File: src/rtl/mem_req_arbiter.sv
// mem_req_arbiter
//   Arbitrates between two requesters and a periodic auto-refresh, and presents
//   one command at a time to the SDRAM controller.
//
//   Ports:
//     hclk, nrst                  clock, synchronous active-low reset
//     req_i/we_i                  per-port request level and direction (1 = write)
//     ba0_i/addr0_i, ba1_i/addr1_i per-port bank and address
//     gnt_o, done_o               one-cycle per-port grant / completion pulses
//     BUSYn                       controller ready (1 = idle/ready)
//     target_ba, target_addr      registered command address to the controller
//     w_en, r_en, ref_en          command strobes, mutually exclusive
//     ref_pending, ref_overrun    outstanding refresh credits, sticky credit loss
//     cmd_err                     one-cycle pulse when ISSUE times out
//     state_o                     FSM state (0 IDLE, 1 ISSUE, 2 WAIT_DONE)
//
//   Handshake: a command strobe is raised on entry to ISSUE and held until the
//   controller acknowledges by pulling BUSYn low; the command is complete when
//   BUSYn returns high. A requester holds req_i and its address stable until it
//   sees gnt_o, and may change them from the following cycle.
module mem_req_arbiter #(
  parameter int unsigned ADDR_W       = 12,
  parameter int unsigned BA_W         = 2,
  parameter int unsigned REF_INTERVAL = 780,
  parameter int unsigned REF_URGENT   = 2,
  parameter int unsigned CMD_TIMEOUT  = 16
) (
  input  logic              hclk,
  input  logic              nrst,
  input  logic [1:0]        req_i,
  input  logic [1:0]        we_i,
  input  logic [BA_W-1:0]   ba0_i,
  input  logic [BA_W-1:0]   ba1_i,
  input  logic [ADDR_W-1:0] addr0_i,
  input  logic [ADDR_W-1:0] addr1_i,
  output logic [1:0]        gnt_o,
  output logic [1:0]        done_o,
  input  logic              BUSYn,
  output logic [BA_W-1:0]   target_ba,
  output logic [ADDR_W-1:0] target_addr,
  output logic              w_en,
  output logic              r_en,
  output logic              ref_en,
  output logic [2:0]        ref_pending,
  output logic              ref_overrun,
  output logic              cmd_err,
  output logic [1:0]        state_o
);

  localparam int unsigned REF_CW = $clog2(REF_INTERVAL + 1);
  localparam int unsigned TMO_W  = $clog2(CMD_TIMEOUT + 1);

  typedef enum logic [1:0] {
    ST_IDLE  = 2'd0,
    ST_ISSUE = 2'd1,
    ST_WAIT  = 2'd2
  } state_e;

  state_e              state_q, state_d;
  logic [TMO_W-1:0]    tmo_q, tmo_d;
  logic [REF_CW-1:0]   ref_cnt_q, ref_cnt_d;
  logic [2:0]          pend_q, pend_d;
  logic                ovr_q, ovr_d;
  logic                last_q, last_d;     // port granted most recently
  logic                is_ref_q, is_ref_d; // current command is a refresh
  logic                port_q, port_d;     // client port of current command
  logic [BA_W-1:0]     ba_q, ba_d;
  logic [ADDR_W-1:0]   addr_q, addr_d;
  logic                w_en_q, w_en_d, r_en_q, r_en_d, ref_en_q, ref_en_d;
  logic [1:0]          gnt_q, gnt_d, done_q, done_d;
  logic                err_q, err_d;

  logic                wrap, urgent, grant_ref, restore, pick;
  logic [3:0]          pend_sum;

  assign wrap   = (ref_cnt_q == REF_CW'(REF_INTERVAL - 1));
  assign urgent = (32'(pend_q) >= REF_URGENT);
  // With both ports requesting, the port not granted last time wins.
  assign pick   = (req_i == 2'b11) ? ~last_q : req_i[1];

  always_comb begin
    state_d   = state_q;
    tmo_d     = tmo_q;
    last_d    = last_q;
    is_ref_d  = is_ref_q;
    port_d    = port_q;
    ba_d      = ba_q;
    addr_d    = addr_q;
    w_en_d    = 1'b0;
    r_en_d    = 1'b0;
    ref_en_d  = 1'b0;
    gnt_d     = 2'b00;
    done_d    = 2'b00;
    err_d     = 1'b0;
    grant_ref = 1'b0;
    restore   = 1'b0;

    case (state_q)
      ST_IDLE: begin
        if (BUSYn) begin
          if (urgent || (req_i == 2'b00 && pend_q != 3'd0)) begin
            grant_ref = 1'b1;
            state_d   = ST_ISSUE;
            tmo_d     = '0;
            is_ref_d  = 1'b1;
            ref_en_d  = 1'b1;
          end else if (req_i != 2'b00) begin
            state_d  = ST_ISSUE;
            tmo_d    = '0;
            is_ref_d = 1'b0;
            port_d   = pick;
            last_d   = pick;
            gnt_d    = pick ? 2'b10 : 2'b01;
            ba_d     = pick ? ba1_i : ba0_i;
            addr_d   = pick ? addr1_i : addr0_i;
            w_en_d   = we_i[pick];
            r_en_d   = ~we_i[pick];
          end
        end
      end
      ST_ISSUE: begin
        if (!BUSYn) begin
          state_d = ST_WAIT;
        end else if (tmo_q == TMO_W'(CMD_TIMEOUT - 1)) begin
          // Abandon the command; a refresh gets its credit back.
          state_d = ST_IDLE;
          err_d   = 1'b1;
          restore = is_ref_q;
        end else begin
          tmo_d    = tmo_q + TMO_W'(1);
          w_en_d   = w_en_q;
          r_en_d   = r_en_q;
          ref_en_d = ref_en_q;
        end
      end
      ST_WAIT: begin
        if (BUSYn) begin
          state_d = ST_IDLE;
          if (!is_ref_q) done_d = port_q ? 2'b10 : 2'b01;
        end
      end
      default: state_d = ST_IDLE;
    endcase
  end

  // Credit accounting; a grant only happens when a credit exists, so the
  // subtraction cannot underflow. Anything above 7 is a lost credit.
  always_comb begin
    ref_cnt_d = wrap ? '0 : ref_cnt_q + REF_CW'(1);
    pend_sum  = {1'b0, pend_q} + {3'b0, wrap} + {3'b0, restore} - {3'b0, grant_ref};
    ovr_d     = ovr_q;
    if (pend_sum > 4'd7) begin
      pend_d = 3'd7;
      ovr_d  = 1'b1;
    end else begin
      pend_d = pend_sum[2:0];
    end
  end

  always_ff @(posedge hclk) begin
    if (!nrst) begin
      state_q   <= ST_IDLE;
      tmo_q     <= '0;
      ref_cnt_q <= '0;
      pend_q    <= 3'd0;
      ovr_q     <= 1'b0;
      last_q    <= 1'b1;
      is_ref_q  <= 1'b0;
      port_q    <= 1'b0;
      ba_q      <= '0;
      addr_q    <= '0;
      w_en_q    <= 1'b0;
      r_en_q    <= 1'b0;
      ref_en_q  <= 1'b0;
      gnt_q     <= 2'b00;
      done_q    <= 2'b00;
      err_q     <= 1'b0;
    end else begin
      state_q   <= state_d;
      tmo_q     <= tmo_d;
      ref_cnt_q <= ref_cnt_d;
      pend_q    <= pend_d;
      ovr_q     <= ovr_d;
      last_q    <= last_d;
      is_ref_q  <= is_ref_d;
      port_q    <= port_d;
      ba_q      <= ba_d;
      addr_q    <= addr_d;
      w_en_q    <= w_en_d;
      r_en_q    <= r_en_d;
      ref_en_q  <= ref_en_d;
      gnt_q     <= gnt_d;
      done_q    <= done_d;
      err_q     <= err_d;
    end
  end

  assign gnt_o       = gnt_q;
  assign done_o      = done_q;
  assign target_ba   = ba_q;
  assign target_addr = addr_q;
  assign w_en        = w_en_q;
  assign r_en        = r_en_q;
  assign ref_en      = ref_en_q;
  assign ref_pending = pend_q;
  assign ref_overrun = ovr_q;
  assign cmd_err     = err_q;
  assign state_o     = state_q;

endmodule

File: config.mk
export PLATFORM = sky130hd
export DESIGN_NAME = mem_req_arbiter
export DESIGN_NICKNAME = d
export VERILOG_FILES = /design/src/rtl/mem_req_arbiter.sv
export SDC_FILE = /design/constraint.sdc
export NUM_CORES = 1
export LEC_CHECK = 0
export ABC_AREA = 1
export BUFFER_PORTS_ARGS = -buffer_cell sky130_fd_sc_hd__buf_2
export CELL_PAD_IN_SITES_DETAIL_PLACEMENT = 1
export CELL_PAD_IN_SITES_GLOBAL_PLACEMENT = 1
export CORE_MARGIN = 1
export CORE_UTILIZATION = 36
export CTS_CLUSTER_SIZE = 30
export DETAILED_ROUTE_END_ITERATION = 6
export PLACE_DENSITY_LB_ADDON = 0.12
export REMOVE_ABC_BUFFERS = 1
export SETUP_SLACK_MARGIN = 0.5
export SYNTH_ARGS = -nofsm -noshare
export SYNTH_HDL_FRONTEND = slang
export SYNTH_SLANG_ARGS = --single-unit
File: constraint.sdc
create_clock -name hclk -period 3.37 [get_ports hclk]
set_clock_uncertainty 0.1 [all_clocks]
set_input_delay 0.1685 -clock hclk [delete_from_list [all_inputs] [get_ports hclk]]
set_output_delay 0.1685 -clock hclk [all_outputs]
set_load 0.005 [all_outputs]
==> results of run 1 <==
==> state kept, by name (all words and copies together), names as in the netlist <==
register	cells
target_addr	12
ref_cnt_q	10
tmo_q	5
ref_pending	3
done_o	2
gnt_o	2
state_o	2
target_ba	2
cmd_err	1
is_ref_q	1
last_q	1
port_q	1
r_en	1
ref_en	1
ref_overrun	1
w_en	1
==> synth_stat cells (5+ instances only) <==
master,instances
inv_1,33
nor3_1,7
dfxtp_1,46
nand4_1,7
inv_2,5
ha_1,7
nor2_1,53
o21ai_1,13
o21ai_0,6
nand2_1,76
a21oi_1,11
nand3_1,19
==> where the power goes <==
part,switching (W),leakage [nW],internal (W)
Clock,0.000181,0.0383,0.000143
Sequential,0.0000596,0.376,0.000622
Combinational,0.000318,0.958,0.000225
==> worst max-delay path: stages, from the launching register on <==
cell and delay [ps]:
dfxtp_2 360, inv_2 90, ha_1 150, inv_1 60
a21oi_4 140, nand2_4 90, nand2_1 120, inv_1 50
ha_1 300, fa_1 390, inv_1 90, fa_1 410
nand3b_1 170, nand2_1 70, inv_1 40
==> logic make-up after synthesis <==
logic type	count (synthesis)	synth area share
AND/OR/NAND/NOR	182	0.370
adder cells (fa/ha/maj)	9	0.0556
flip-flops	46	0.401
buffers and inverters	45	0.0785
XOR/XNOR	3	0.0115
AO/OA/AOI/OAI	34	0.0834
==> worst paths after layout <==
check,start,endpoint,slack [ps],cells after the start
min,BUSYn,state_o[1],50,2
max,ref_pending[1],ref_pending[1],650,14
max reg2reg,ref_pending[1],ref_pending[1],650,14
min reg2reg,port_q,done_o[0],360,1
==> through the flow <==
| step | utilization | area (sq um) |
|---|---|---|
| after global placement | 0.442 | 2660 |
| after CTS | 0.454 | 2740 |
| after detailed placement | 0.442 | 2660 |
| final | 0.456 | 2750 |
| after floorplan | - | 2260 |
| after global routing | 0.456 | 2750 |
==> placed cells by master (no fill, tap or decap), types with 2 or more instances in the layout <==
| cell | instances |
|---|---|
| nor2_2 | 2 |
| nand4_1 | 7 |
| clkbuf_1 | 2 |
| inv_2 | 7 |
| a21oi_1 | 11 |
| xor2_1 | 3 |
| nor2_8 | 2 |
| nor3_1 | 7 |
| dfxtp_1 | 45 |
| fa_1 | 2 |
| o21ai_0 | 6 |
| nand2_2 | 3 |
| inv_1 | 31 |
| nand3b_1 | 3 |
| clkbuf_8 | 5 |
| nor2_1 | 53 |
| or2_2 | 3 |
| nand3_1 | 19 |
| ha_1 | 7 |
| buf_2 | 62 |
| o21ai_1 | 13 |
| nand2_4 | 2 |
| nand2_1 | 76 |
==> routing by layer <==
metal,track usage,share of wire,vias up
met2,0.339,0.49,39
met3,0.0478,0.043,7
met4,0.0579,0.012,0
met5,0,0,-
met1,0.223,0.45,1020
li1,-,-,1136
==> final cells by class <==
class                   instances  share of cell area
well taps                      75              0.0342
flip-flops and latches         46               0.336
repair buffers                 63               0.116
multi-input cells             228               0.435
inverters                      38              0.0519
clock buffers                   7              0.0278
==> what timing repair did <==
item / in CTS / in global routing
gates resized for setup: 1 / 2
pin swaps: 0 / 0
setup buffers: 0 / 1
endpoints found under the setup margin: 1 / 4
==> results.md, run 1 <==
* CTS tree: done
* Unique masters post-synth at 33
* Mapped Area at 2290 sq um
* Detailed placement HPWL at 4230 microns
* Critical path required time at 3470 ps
* Iter 0 DRT Violations at 54
* PortBufs at 62
* Synth warn at 0
* Worst Tran Pin Value at 551 ps
* Status: finished clean
* Total track usage at 0.191
* Initial antenna violation count at 0
* GP Congestion at 0.793
* Vias at 2,202
* Final setup vio count at 0
* Io pins at 63
* Largest net degree at the start of global routing at 31
* 1st-pass router iterations at 4
* Final hold viol count at 0
* Tcrit/Tclk final at 0.808
* Max Clk Rate at 367 MHz
* Avg Cell Area, Syn at 7.19 sq um
* Critical path arrival at 2820 ps
* Final Slew Violations at 0
* Num CTS Buffers at 5
* # diodes at 0
* Clk_lat worst skew at 300 ps
* Total power at 0.00155 W
* Yosys reg bits at 46
* Post-synthesis instance total at 319
* Multi-input gate area at 1190 sq um
* NumNets Final at 426
* Setup_tns at 0 ps
* Total gr overflow at 0
* Hold slack at 45.3 ps
* Max Fanout on Critical Path at 4
* Static Leak at 1.37 nW
* Ys flop type: dfxtp_1
* Vias in the first global route at 2,221
* Routed WL at 5640 microns
* Avg WL per Cell at 12.3 microns
* Die ar. at 6700 sq um
* Overall die width at 81.8 microns
* Number of enable flip-flop cells after synthesis at 0
* Finished Layout Cells at 457
* Clk root buf: clkbuf_8
* First-pass GRT wire length at 9740 microns
* Slew Limit Headroom at 0.633
* Yosys top cell area share at 0.401
* CP startpoint kind: flip-flop
* Sink Count at 46
* Die Ht at 81.8 microns
* Area growth syn-to-layout at 19.7%
* Layout cells sized above 1 at 0.243
* Max Buffers Root-to-Sink at 2
* Fill count at 833
* Fin crit period at 2720 ps
* Nature of the critical path endpoint: flip-flop
* Placed Cells at 449
* # DRC at 0
* PwrDens at 564 nW/um^2
* Core area at 6030 sq um
* Max-Cap Viols at 0
* Register area at 922 sq um
* Hold crit path type: in -> reg
* Clk pin slew, worst setup/hold paths at 80 ps
* Cts hold-fix bufs at 0
* Vias/cell at 4.82
* Std-Cell Rows at 28
* Sequential area share after synthesis at 0.401
* Kind of critical path: reg -> reg
* FFs w/ async S/R, synth at 0
* Initial Utilization at 0.381
* H-tree levels at 2
* Largest area contributor in the netlist: dfxtp_1
* Highest ir drop seen on vdd at 0.262 mV
* Setup ws final at 647 ps
* Antenna-violating nets left at 0
* Post-place setup slack at 481 ps
* Synth top area cells: dfxtp_1 40%, nand2_1 12%, nor2_1 8.7%
* RSZ-0062 raised after global routing: false
No activity file was read; power rests on OpenSTA's default activity.
==> inputs of run 2 (changes only) <==
==> constraint.sdc (replaced) <==
create_clock -name hclk -period 2.6 [get_ports hclk]
set_clock_uncertainty 0.1 [all_clocks]
set_input_delay 0.13 -clock hclk [delete_from_list [all_inputs] [get_ports hclk]]
set_output_delay 0.13 -clock hclk [all_outputs]
set_load 0.005 [all_outputs]
==> results.md, run 2 (same netlist as run 1, synthesis figures left out) <==
* Status: finished clean
* Setup_tns at 0 ps
* Vias/cell at 4.75
* Clock power frac at 0.226
* Critical path required time at 2700 ps
* Register area at 930 sq um
* End of the critical path: ref_pending[1]
* Tcrit/Tclk final at 0.914
* Core area at 6030 sq um
* H-tree levels at 2
* Combinational power share at 0.401
* Die ar. at 6700 sq um
* Area growth syn-to-layout at 29.4%
* Worst Tran Pin Value at 475 ps
* 1st-pass router iterations at 4
* Critical path arrival at 2480 ps
* Hold crit path type: in -> reg
* Fill count at 808
* Io pins at 63
* Max Fanout on Critical Path at 2
* First-pass GRT wire length at 9740 microns
* Switch Pwr at 0.000812 W
* Commonest non-fill, non-tap cell in the layout: nand2_1
* GP Congestion at 0.802
* Flop-to-flop setup slack at 220 ps
* Clk root buf: clkbuf_8
* Kind of critical path: reg -> reg
* Die Ht at 81.8 microns
* Clk_lat worst skew at 290 ps
* Avg WL per Cell at 12.7 microns
* CTS tree: done
* Reg2reg end: ref_pending[1]
* Largest register FFs at 12
* Max Buffers Root-to-Sink at 2
* Total power at 0.00234 W
* Multi-input gate area at 1260 sq um
* Vias at 2,248
* Largest net degree at the start of global routing at 21
* Fin crit period at 2380 ps
* Std-Cell Rows at 28
* Max-Cap Viols at 0
* PortBufs at 62
* Slew Limit Headroom at 0.683
* Antenna-violating nets left at 0
* Total track usage at 0.189
* Worst Reg-to-Reg Cells at 9
* Num CTS Buffers at 5
* Post-layout util at 0.493
* CP max stage cell: fa_1
* Total gr overflow at 0
* Nature of the critical path endpoint: flip-flop
* Most frequent cells in the layout: 73 x nand2_1, 62 x buf_2, 53 x nor2_1
* Sink Count at 46
* PwrDens at 787 nW/um^2
* NumNets Final at 441
* Iter 0 DRT Violations at 53
* Final hold viol count at 0
* Initial Utilization at 0.381
* Final Slew Violations at 0
* # DRC at 0
* Power Internal at 0.00153 W
* Detailed placement HPWL at 4580 microns
* Initial antenna violation count at 0
* RSZ-0062 raised after global routing: true
* Overall die width at 81.8 microns
* Highest ir drop seen on vdd at 0.531 mV
* Final setup vio count at 0
* Static Leak at 1.46 nW
* Sw Share at 0.347
* Vias in the first global route at 2,236
* CP max stage delay at 390 ps
* Reg2reg start: ref_cnt_q[6]
* CP startpoint kind: flip-flop
* Part of the power in registers at 0.373
* Clk pin slew, worst setup/hold paths at 90 ps
* # diodes at 0
* Crit-path cells: nor4_2 -> nand4_1 -> ha_4 -> fa_2 -> inv_2 -> fa_1 -> nand3b_1 -> nand2_1 -> inv_1
* Routed WL at 5990 microns
* Crit. Startpoint: ref_cnt_q[6]
* Hold slack at 48.4 ps
* Layout cells sized above 1 at 0.319
* Max Clk Rate at 421 MHz
-- run 2: cell type report --
| cell class | instances | area share |
|---|---|---|
| Clock buffer | 6 | 0.0244 |
| Inverter | 38 | 0.0489 |
| Tap cell | 75 | 0.0316 |
| Sequential cell | 46 | 0.313 |
| Timing Repair Buffer | 78 | 0.146 |
| Multi-Input combinational cell | 228 | 0.424 |
| Clock inverter | 2 | 0.0126 |
-- run 2: power by group through the flow --
stage / sequential (W) / clock [W] / combinational [W]
6_report: 0.000872 / 0.000529 / 0.000937
5_1_grt: 0.000882 / 0.000577 / 0.00106
4_1_cts: 0.000871 / 0.000551 / 0.000858
3_5_place_dp: 0.000880 / 0 / 0.000811
3_3_place_gp: 0.000875 / 0 / 0.000792
2_1_floorplan: 0.000894 / 0 / 0.000470
-- run 2: repair_timing --
| item | in CTS | in global routing |
|---|---|---|
| pin swaps | 3 | 3 |
| hold endpoints to repair | 1 | 0 |
| gates resized for setup | 16 | 9 |
| endpoints found under the setup margin | 4 | 4 |
| setup buffers | 2 | 2 |
| hold buffers | 1 | 0 |
-- run 2: worst min-delay path by stage --
stage	startpoint	cells after the start	slack [ps]	to
after global placement	BUSYn	2	300	state_o[1]
after detailed placement	BUSYn	2	310	state_o[1]
final	addr1_i[9]	5	50	target_addr[9]
after global routing	addr1_i[2]	5	70	target_addr[2]
after floorplan	BUSYn	1	110	state_o[1]
after CTS	addr1_i[9]	5	40	target_addr[9]
-- run 2: worst max-delay path, delay by kind of cell (launching register included) --
family / cells / cell delay (ps)
fa+ha+maj: 3 / 1030
simple gates: 4 / 690
flops: 1 / 360
buf+inv: 2 / 110
-- run 2: through the flow --
step	instances	worst slack [ps]	cell area, sq um
floorplan	312	-89.9	2260
global placement	460	102	2740
detailed placement	460	33.5	2740
CTS	471	218	2920
global route	473	110	2970
finish	473	222	2970
-- run 2: routing by layer --
| layer | track usage | wire [microns] |
|---|---|---|
| met1 | 0.219 | 2710 |
| met2 | 0.344 | 2970 |
| met3 | 0.0444 | 251 |
| met4 | 0.0526 | 55 |
| met5 | 0 | 0 |
